`config.mk`:
```
export PLATFORM = sky130hd
export DESIGN_NAME = m_mem_arb
export DESIGN_NICKNAME = d
export VERILOG_FILES = /design/src/rtl/m_mem_arb.sv
export SDC_FILE = /design/constraint.sdc
export NUM_CORES = 1
export LEC_CHECK = 0
export CAP_MARGIN = 20
export CORE_MARGIN = 2
export CORE_UTILIZATION = 31
export CTS_BUF_LIST = sky130_fd_sc_hd__clkbuf_8 sky130_fd_sc_hd__clkbuf_16
export DETAILED_ROUTE_END_ITERATION = 12
export PLACE_DENSITY = 0.83
export SLEW_MARGIN = 40
export SYNTH_ARGS = -nofsm -noshare
export SYNTH_HDL_FRONTEND = slang
export SYNTH_SLANG_ARGS = --single-unit
```
`constraint.sdc`:
```
create_clock -name w_clk -period 3.8 [get_ports w_clk]
set_input_delay 0.76 -clock w_clk [delete_from_list [all_inputs] [get_ports w_clk]]
set_output_delay 0.76 -clock w_clk [all_outputs]
set_load 0.01 [all_outputs]
```
`src/rtl/m_mem_arb.sv`:
```
// m_mem_arb: arbitrates an instruction-fetch port and a data port onto one
// single-port synchronous RAM (1-cycle read latency).
//
// Ports:
//   w_clk, w_rst            clock, asynchronous active-high reset
//   w_if_req/addr           fetch read request (byte address)
//   w_if_gnt/vld/rdata      fetch grant (combinational), read return
//   w_dm_req/we/addr/wdata  data read/write request (byte address)
//   w_dm_gnt/vld/rdata      data grant (combinational), read return
//   w_mem_en/we/addr/wdata  RAM request, w_mem_rdata RAM read data
//   w_stall                 some requester is pending but not granted
//
// Build option:
//   MEM_ARB_RR_EN  defined   -> conflicts resolved round-robin
//                  undefined -> data wins, fetch forced after STARVE_MAX
//                               consecutive denied cycles
module m_mem_arb #(
    parameter int unsigned AW         = 10,
    parameter int unsigned STARVE_MAX = 4
) (
    input  logic          w_clk,
    input  logic          w_rst,
    input  logic          w_if_req,
    input  logic [31:0]   w_if_addr,
    output logic          w_if_gnt,
    output logic          w_if_vld,
    output logic [31:0]   w_if_rdata,
    input  logic          w_dm_req,
    input  logic          w_dm_we,
    input  logic [31:0]   w_dm_addr,
    input  logic [31:0]   w_dm_wdata,
    output logic          w_dm_gnt,
    output logic          w_dm_vld,
    output logic [31:0]   w_dm_rdata,
    output logic          w_mem_en,
    output logic          w_mem_we,
    output logic [AW-1:0] w_mem_addr,
    output logic [31:0]   w_mem_wdata,
    input  logic [31:0]   w_mem_rdata,
    output logic          w_stall
);

    localparam int unsigned DW = 32;
    localparam int unsigned CW = 3;

    typedef enum logic [1:0] {
        IDLE   = 2'd0,
        RET_IF = 2'd1,
        RET_DM = 2'd2
    } ret_state_e;

    ret_state_e    state_q, state_d;
    logic          if_act, dm_act, conflict, if_wins;
    logic [DW-1:0] if_hold_q, dm_hold_q;

    // Requests are masked while reset is held so nothing is granted.
    assign if_act   = w_if_req & ~w_rst;
    assign dm_act   = w_dm_req & ~w_rst;
    assign conflict = if_act & dm_act;

`ifdef MEM_ARB_RR_EN
    // Priority pointer: 1 = fetch wins the next conflict.
    logic rr_if_prio_q;

    assign if_wins = rr_if_prio_q;

    // The winner of a conflict loses priority for the next one.
    always_ff @(posedge w_clk or posedge w_rst) begin
        if (w_rst) begin
            rr_if_prio_q <= 1'b1;
        end else if (conflict) begin
            rr_if_prio_q <= ~rr_if_prio_q;
        end
    end
`else
    localparam logic [CW-1:0] STARVE_LIM = CW'(STARVE_MAX);
    localparam logic [CW-1:0] CNT_SAT    = '1;

    logic [CW-1:0] starve_q;

    assign if_wins = (starve_q >= STARVE_LIM);

    // Saturating count of consecutive denied fetch cycles; holds while idle.
    always_ff @(posedge w_clk or posedge w_rst) begin
        if (w_rst) begin
            starve_q <= '0;
        end else if (w_if_gnt) begin
            starve_q <= '0;
        end else if (w_if_req && (starve_q != CNT_SAT)) begin
            starve_q <= starve_q + CW'(1);
        end
    end
`endif

    // Grant selection: lone requester always wins, conflicts go to if_wins.
    always_comb begin
        w_if_gnt = 1'b0;
        w_dm_gnt = 1'b0;
        if (conflict) begin
            w_if_gnt = if_wins;
            w_dm_gnt = ~if_wins;
        end else begin
            w_if_gnt = if_act;
            w_dm_gnt = dm_act;
        end
    end

    // RAM request path.
    assign w_mem_en    = w_if_gnt | w_dm_gnt;
    assign w_mem_we    = w_dm_gnt & w_dm_we;
    assign w_mem_addr  = w_if_gnt ? w_if_addr[AW+1:2] : w_dm_addr[AW+1:2];
    assign w_mem_wdata = w_dm_wdata;
    assign w_stall     = (if_act & ~w_if_gnt) | (dm_act & ~w_dm_gnt);

    // Read-return FSM state register.
    always_ff @(posedge w_clk or posedge w_rst) begin
        if (w_rst) begin
            state_q <= IDLE;
        end else begin
            state_q <= state_d;
        end
    end

    // Read-return FSM next state: remembers who owns next cycle's RAM data.
    always_comb begin
        state_d = IDLE;
        if (w_if_gnt) begin
            state_d = RET_IF;
        end else if (w_dm_gnt && !w_dm_we) begin
            state_d = RET_DM;
        end
    end

    assign w_if_vld = (state_q == RET_IF);
    assign w_dm_vld = (state_q == RET_DM);

    // Last delivered word per requester, shown while no return is in flight.
    always_ff @(posedge w_clk or posedge w_rst) begin
        if (w_rst) begin
            if_hold_q <= '0;
            dm_hold_q <= '0;
        end else begin
            if (w_if_vld) begin
                if_hold_q <= w_mem_rdata;
            end
            if (w_dm_vld) begin
                dm_hold_q <= w_mem_rdata;
            end
        end
    end

    assign w_if_rdata = w_if_vld ? w_mem_rdata : if_hold_q;
    assign w_dm_rdata = w_dm_vld ? w_mem_rdata : dm_hold_q;

    // Byte-lane and above-depth address bits carry no meaning here.
    logic unused_addr_bits;
    assign unused_addr_bits = ^{w_if_addr[DW-1:AW+2], w_if_addr[1:0],
                                w_dm_addr[DW-1:AW+2], w_dm_addr[1:0]};

endmodule

```
==> flow_metrics.tcl, run 1 <==
set metrics [dict create \
    vias 1988 \
    cts-htree-levels 3 \
    fp.dieW_um 107.1 \
    cts_setup_buffers 0 \
    rrSetupSlack_ns 2.16 \
    seq_area_frac_synth 0.5243 \
    area_delta_synth_final_pct 44.72 \
    yosys.area_share.xor_xnor 0.002660 \
    grt_max_degree 42 \
    finClkSkew_ns 0.01576 \
    yosys_warnings 0 \
    crit_fanout 30 \
    coreArea_um2 10320 \
    regToRegStartpoint "state_q[1]" \
    final-hold-violation-count 0 \
    grt_use_total 0.1317 \
    die_area_um2 11460 \
    hold_path_depth 1 \
    grt_first_pass_wirelength_um 11510 \
    synth_compound_area_frac 0 \
    postLayoutCellArea_um2 4766 \
    cts.path.max_buffers 2 \
    syn_inst 207 \
    synth_top_area_frac 0.5243 \
    fmaxAchievable_mhz 292.6 \
    rsz0062_at_grt "false" \
    numCtsBuffers 9 \
    synthFlopType "dfrtp_1" \
    cts.sinks 69 \
    ant_nets 0 \
    drt_iter0_drc 57 \
    clk_latency_ns 0.34 \
    synth-edff-count 0 \
    rows 37 \
    holdWs_ns 0.4923 \
    clockRootBuffer "clkbuf_8" \
    cts_resized 0 \
    synth_seq_cells 69 \
    max_cap_violations 0 \
    setup_violations 0 \
    grt_pass1_vias 2181 \
    vdd_drop_max_mv 0.2506 \
    syn_area_um2 3293 \
    dp_hpwl_um 5426 \
    min_period_over_period 0.8993 \
    port_buffers 137 \
    worst_setup_path_end_kind "output port" \
    synth_top_family_by_area "multiplexers" \
    placed_cell_area_um2 4568 \
    tritoncts "yes" \
    period_minus_slack_ns 3.417 \
    crit_path_start_kind "input pin" \
    rr_endpoint "if_hold_q[7]" \
    routed_via_density 4.312 \
    yosys.area_share.simple 0.02394 \
    synth.avg_cell_area_um2 15.91 \
    yosys-top-cells-area "dfrtp_1 52%, mux2_4 31%, buf_4 7.5%" \
    tightest_slew_ns 0.6555 \
    crit_arrival_ns 2.66 \
    diodes 0 \
    cts_hold_buffers 0 \
    antenna_found_initial 0 \
    initial_utilization 0.3190 \
    drc 0 \
    worstPathRequired_ns 3.04 \
    hold_class "reg2reg" \
    drv_slew 0 \
    gp_congestion 0.7234 \
    final_util 0.4616 \
    io_pins 246 \
    wl_per_cell_um 15.92 \
    status "finished clean" \
    hp-start "if_hold_q[25]" \
    reg2regPathDepth 3 \
    min_to "if_hold_q[25]" \
    power_mw 2.858 \
    dr.pass1.iters 3 \
    final_cell_mix "137 x clkdlybuf4s50_1, 69 x dfrtp_1, 67 x mux2_4" \
    grt.overflow.total 0 \
    drive_above_1_share 0.3046 \
    critPathKind "in2out" \
    netlist-cell-type-count 17 \
    slew_headroom 0.5630 \
    yosysTopAreaCell "dfrtp_1" \
    die_height_um 107.1 \
    crit_start "w_rst" \
    async_reset_ff_frac 1.000 \
    leakagePower_nw 2.158 \
    layout.cells.most_common "clkdlybuf4s50_1" \
    syn_nets 342 \
    wirelength_um 7338 \
    fin_nets 455 \
    synthAdderAreaFrac 0.007599 \
    setup_tns_ns 0 \
    power_density_nw_per_um2 599.7 \
    clkTransAtPathRegs_ns 0.07 \
    synthMuxAreaShare 0.3355 \
]
==> final cells by class <==
type	instances	area, µm²
inverter	3	15.01
fill	911	5558
tap	136	170.2
multi-input combinational	94	1227
timing repair buffer	143	1429
clock inverter	7	73.82
clock buffer	9	123.9
sequential	69	1727
==> layer usage <==
layer | vias to the layer above | track usage | wire length [µm]
met4 | 0 | 0.08534 | 276
met5 | - | 0 | 0
met1 | 983 | 0.1541 | 2990
li1 | 895 | - | -
met3 | 42 | 0.03283 | 437
met2 | 68 | 0.2143 | 3633
==> power breakdown <==
part	leakage, nW	switching (mW)	internal (mW)
registers	0.816	0.0746	0.973
clock network	0.0996	0.278	0.305
logic	1.24	0.434	0.794
total	2.16	0.786	2.07
==> worst max-delay path, stage by stage <==
cell and delay (ns):
clkdlybuf4s50_1 0.48, clkinvlp_4 0.11, buf_4 0.33, and3_1 0.26, and2_1 0.16, clkdlybuf4s50_1 0.55
==> worst max path at each step <==
stage	endpoint	depth (start not counted)	slack, ns
final	w_mem_we	6	0.38
after global routing	w_mem_we	6	0.27
after CTS	w_mem_we	6	0.35
after detailed placement	w_mem_we	6	0.36
after global placement	w_mem_we	6	0.38
after floorplan	w_mem_addr[0]	4	0.39
==> state kept, by name, summed over array words and instances (netlist names) <==
| register | flops |
|---|---|
| dm_hold_q | 32 |
| if_hold_q | 32 |
| starve_q | 3 |
| state_q | 2 |
==> synth_stat cells (2+ instances only) <==
cell / n
nor2_1: 5
buf_4: 33
and3_1: 2
mux2_2: 7
buf_6: 8
inv_1: 3
nand2b_1: 2
mux2i_1: 2
nor2b_1: 2
mux2_4: 67
ha_1: 2
dfrtp_1: 69
==> cells by family after synthesis <==
| logic type | after synthesis |
|---|---|
| fa+ha+maj | 2 |
| flops | 69 |
| xor+xnor | 1 |
| buf+inv | 44 |
| simple gates | 15 |
| mux | 76 |
==> per-stage QoR <==
| stage | setup WS [ns] | instances |
|---|---|---|
| 2_1_floorplan | 0.3871 | 207 |
| 3_3_place_gp | 0.3757 | 445 |
| 3_5_place_dp | 0.3631 | 445 |
| 4_1_cts | 0.3540 | 461 |
| 5_1_grt | 0.2694 | 461 |
| 6_report | 0.3828 | 461 |
Power figures use the tool's default switching activity.
==> run 2: changes to the inputs <==
TNS_END_PERCENT = 100   (was unset)
==> results of run 2 <==
Same layout as run 1: the final DEF is identical, and so are final timing and power.
==> run 3: changes to the inputs <==
CORE_ASPECT_RATIO = 0.8   (was unset)
==> run 3 against run 2 <==
Flip-flop and latch count unchanged. Die area hardly changed. Global-route usage is 0.28 points higher. Critical path depth is the same. Fmax up 2.0%. Routed wire length rose by 3.2%. Setup slack better by 0.065 ns. Critical path type unchanged. Largest power group unchanged.
==> flow_metrics.tcl, run 3 (synthesis gave the netlist of run 1 again) <==
set metrics [dict create \
    grt_first_pass_wirelength_um 11680 \
    setup_violations 0 \
    rsz0062_at_grt "false" \
    clkTransAtPathRegs_ns 0.05 \
    period_minus_slack_ns 3.352 \
    drc 0 \
    tritoncts "yes" \
    pwr-share-clk 0.244 \
    slowest_delay_ns 0.52 \
    register_area_um2 1727 \
    cts-htree-levels 3 \
    numCtsBuffers 9 \
    drt_iter0_drc 91 \
    comb_power_share 0.409 \
    cts_hold_buffers 0 \
    fillers 901 \
    vdd_drop_max_mv 0.2465 \
    crit_path_start_kind "input pin" \
    leakagePower_nw 2.189 \
    max_cap_violations 0 \
    final-hold-violation-count 0 \
    diodes 0 \
    rows 33 \
    grt_use_total 0.1346 \
    cpMaxStageDelayCell "clkdlybuf4s50_1" \
    switchingPower_mw 0.8236 \
    status "finished clean" \
    seq_power_share 0.347 \
    crit_family "buffers and inverters" \
    grt_pass1_vias 2210 \
    die_area_um2 11470 \
    worst_setup_path_end_kind "output port" \
    clk_latency_ns 0.32 \
    layout.cells.most_common "clkdlybuf4s50_1" \
    swShare 0.2716 \
    fp.dieW_um 119.2 \
    cts_resized 0 \
    rrSetupSlack_ns 2.14 \
    gp_congestion 0.7265 \
    fin_nets 454 \
    min_period_over_period 0.8821 \
    io_pins 246 \
    dr.pass1.iters 4 \
    power_density_nw_per_um2 625.7 \
    vias 1989 \
    finClkSkew_ns 0.003607 \
    grt_max_degree 39 \
    area_delta_synth_final_pct 47.15 \
    crit_arrival_ns 2.59 \
    cp_num_buf_inv 4 \
    drive_above_1_share 0.2994 \
    antenna_found_initial 0 \
    clockRootBuffer "clkbuf_16" \
    dp_hpwl_um 5537 \
    critPathKind "in2out" \
    crit_path_frequent_cell "clkdlybuf4s50_1" \
    critical_path.cell_chain "clkdlybuf4s50_1 -> clkinvlp_4 -> nand3_1 -> buf_4 -> mux2_2 -> clkdlybuf4s50_1" \
    multi_input_area_um2 1227 \
    routed_via_density 4.287 \
    grt.overflow.total 0 \
    crit_fanout 10 \
    wl_per_cell_um 16.33 \
    coreArea_um2 10280 \
    holdWs_ns 0.4909 \
    hold_class "reg2reg" \
    fmaxAchievable_mhz 298.3 \
    ant_nets 0 \
    final_cell_mix "137 x clkdlybuf4s50_1, 69 x dfrtp_1, 67 x mux2_4" \
    worstPathRequired_ns 3.04 \
    cts.path.max_buffers 2 \
    tightest_slew_ns 0.6403 \
    reg.largest.list "dm_hold_q x32, if_hold_q x32, starve_q x3" \
    internal_power_mw 2.208 \
    cts.sinks 69 \
    setup_tns_ns 0 \
    slew_headroom 0.5731 \
    drv_slew 0 \
    wirelength_um 7576 \
    port_buffers 137 \
    initial_utilization 0.3203 \
    cts_setup_buffers 0 \
    die_height_um 96.19 \
]
[run 3: cell count changes in the layout (fill, tap and decap cells not counted)]
cell and delta:
inv_1 +1, bufinv_16 -1, buf_4 -2, clkbuf_8 -9, clkinvlp_4 +1, buf_12 +1
clkinv_4 -2, clkbuf_16 +9, clkinv_2 +1
[run 3: path summary, 6_finish.rpt]
kind,from,depth (start not counted),to
worst min-delay path,if_hold_q[21],1,if_hold_q[21]
worst min register to register,if_hold_q[21],1,if_hold_q[21]
min in group asynchronous,w_rst,3,starve_q[2]
worst max-delay path,w_rst,6,w_mem_addr[9]
max in group asynchronous,w_rst,3,if_hold_q[1]
worst max register to register,state_q[0],3,if_hold_q[12]
[run 3: per-layer routing]
metal / vias up / part of all wire / GRT usage
met1: 985 / 0.42 / 0.1667
li1: 895 / - / -
met2: 79 / 0.49 / 0.2126
met3: 30 / 0.060 / 0.04028
met4: 0 / 0.029 / 0.07440
met5: - / 0 / 0
[run 3: cell type report]
cell class,count,share of cell area
tap,140,0.03615
inverter,3,0.003098
clock inverter,7,0.008779
timing repair buffer,142,0.2959
multi-input combinational,94,0.2533
sequential,69,0.3563
clock buffer,9,0.04648
[run 3: metrics by stage]
stage | instances | total power [mW] | util | instance area [µm²] | setup WS (ns)
detailed placement | 448 | 2.314 | 0.4453 | 4578 | 0.4298
global route | 464 | 3.197 | 0.4713 | 4846 | 0.3861
floorplan | 207 | 1.706 | - | 3297 | 0.3871
global placement | 448 | 2.273 | 0.4453 | 4578 | 0.4639
CTS | 464 | 3.082 | 0.4713 | 4846 | 0.4247
finish | 464 | 3.032 | 0.4713 | 4846 | 0.4482
[run 3: power groups by stage]
| stage | combinational, mW | clock [mW] | sequential, mW |
|---|---|---|---|
| 2_1_floorplan | 0.669 | 0 | 1.04 |
| 3_3_place_gp | 1.22 | 0 | 1.05 |
| 3_5_place_dp | 1.25 | 0 | 1.07 |
| 4_1_cts | 1.26 | 0.769 | 1.05 |
| 5_1_grt | 1.32 | 0.805 | 1.08 |
| 6_report | 1.24 | 0.741 | 1.05 |
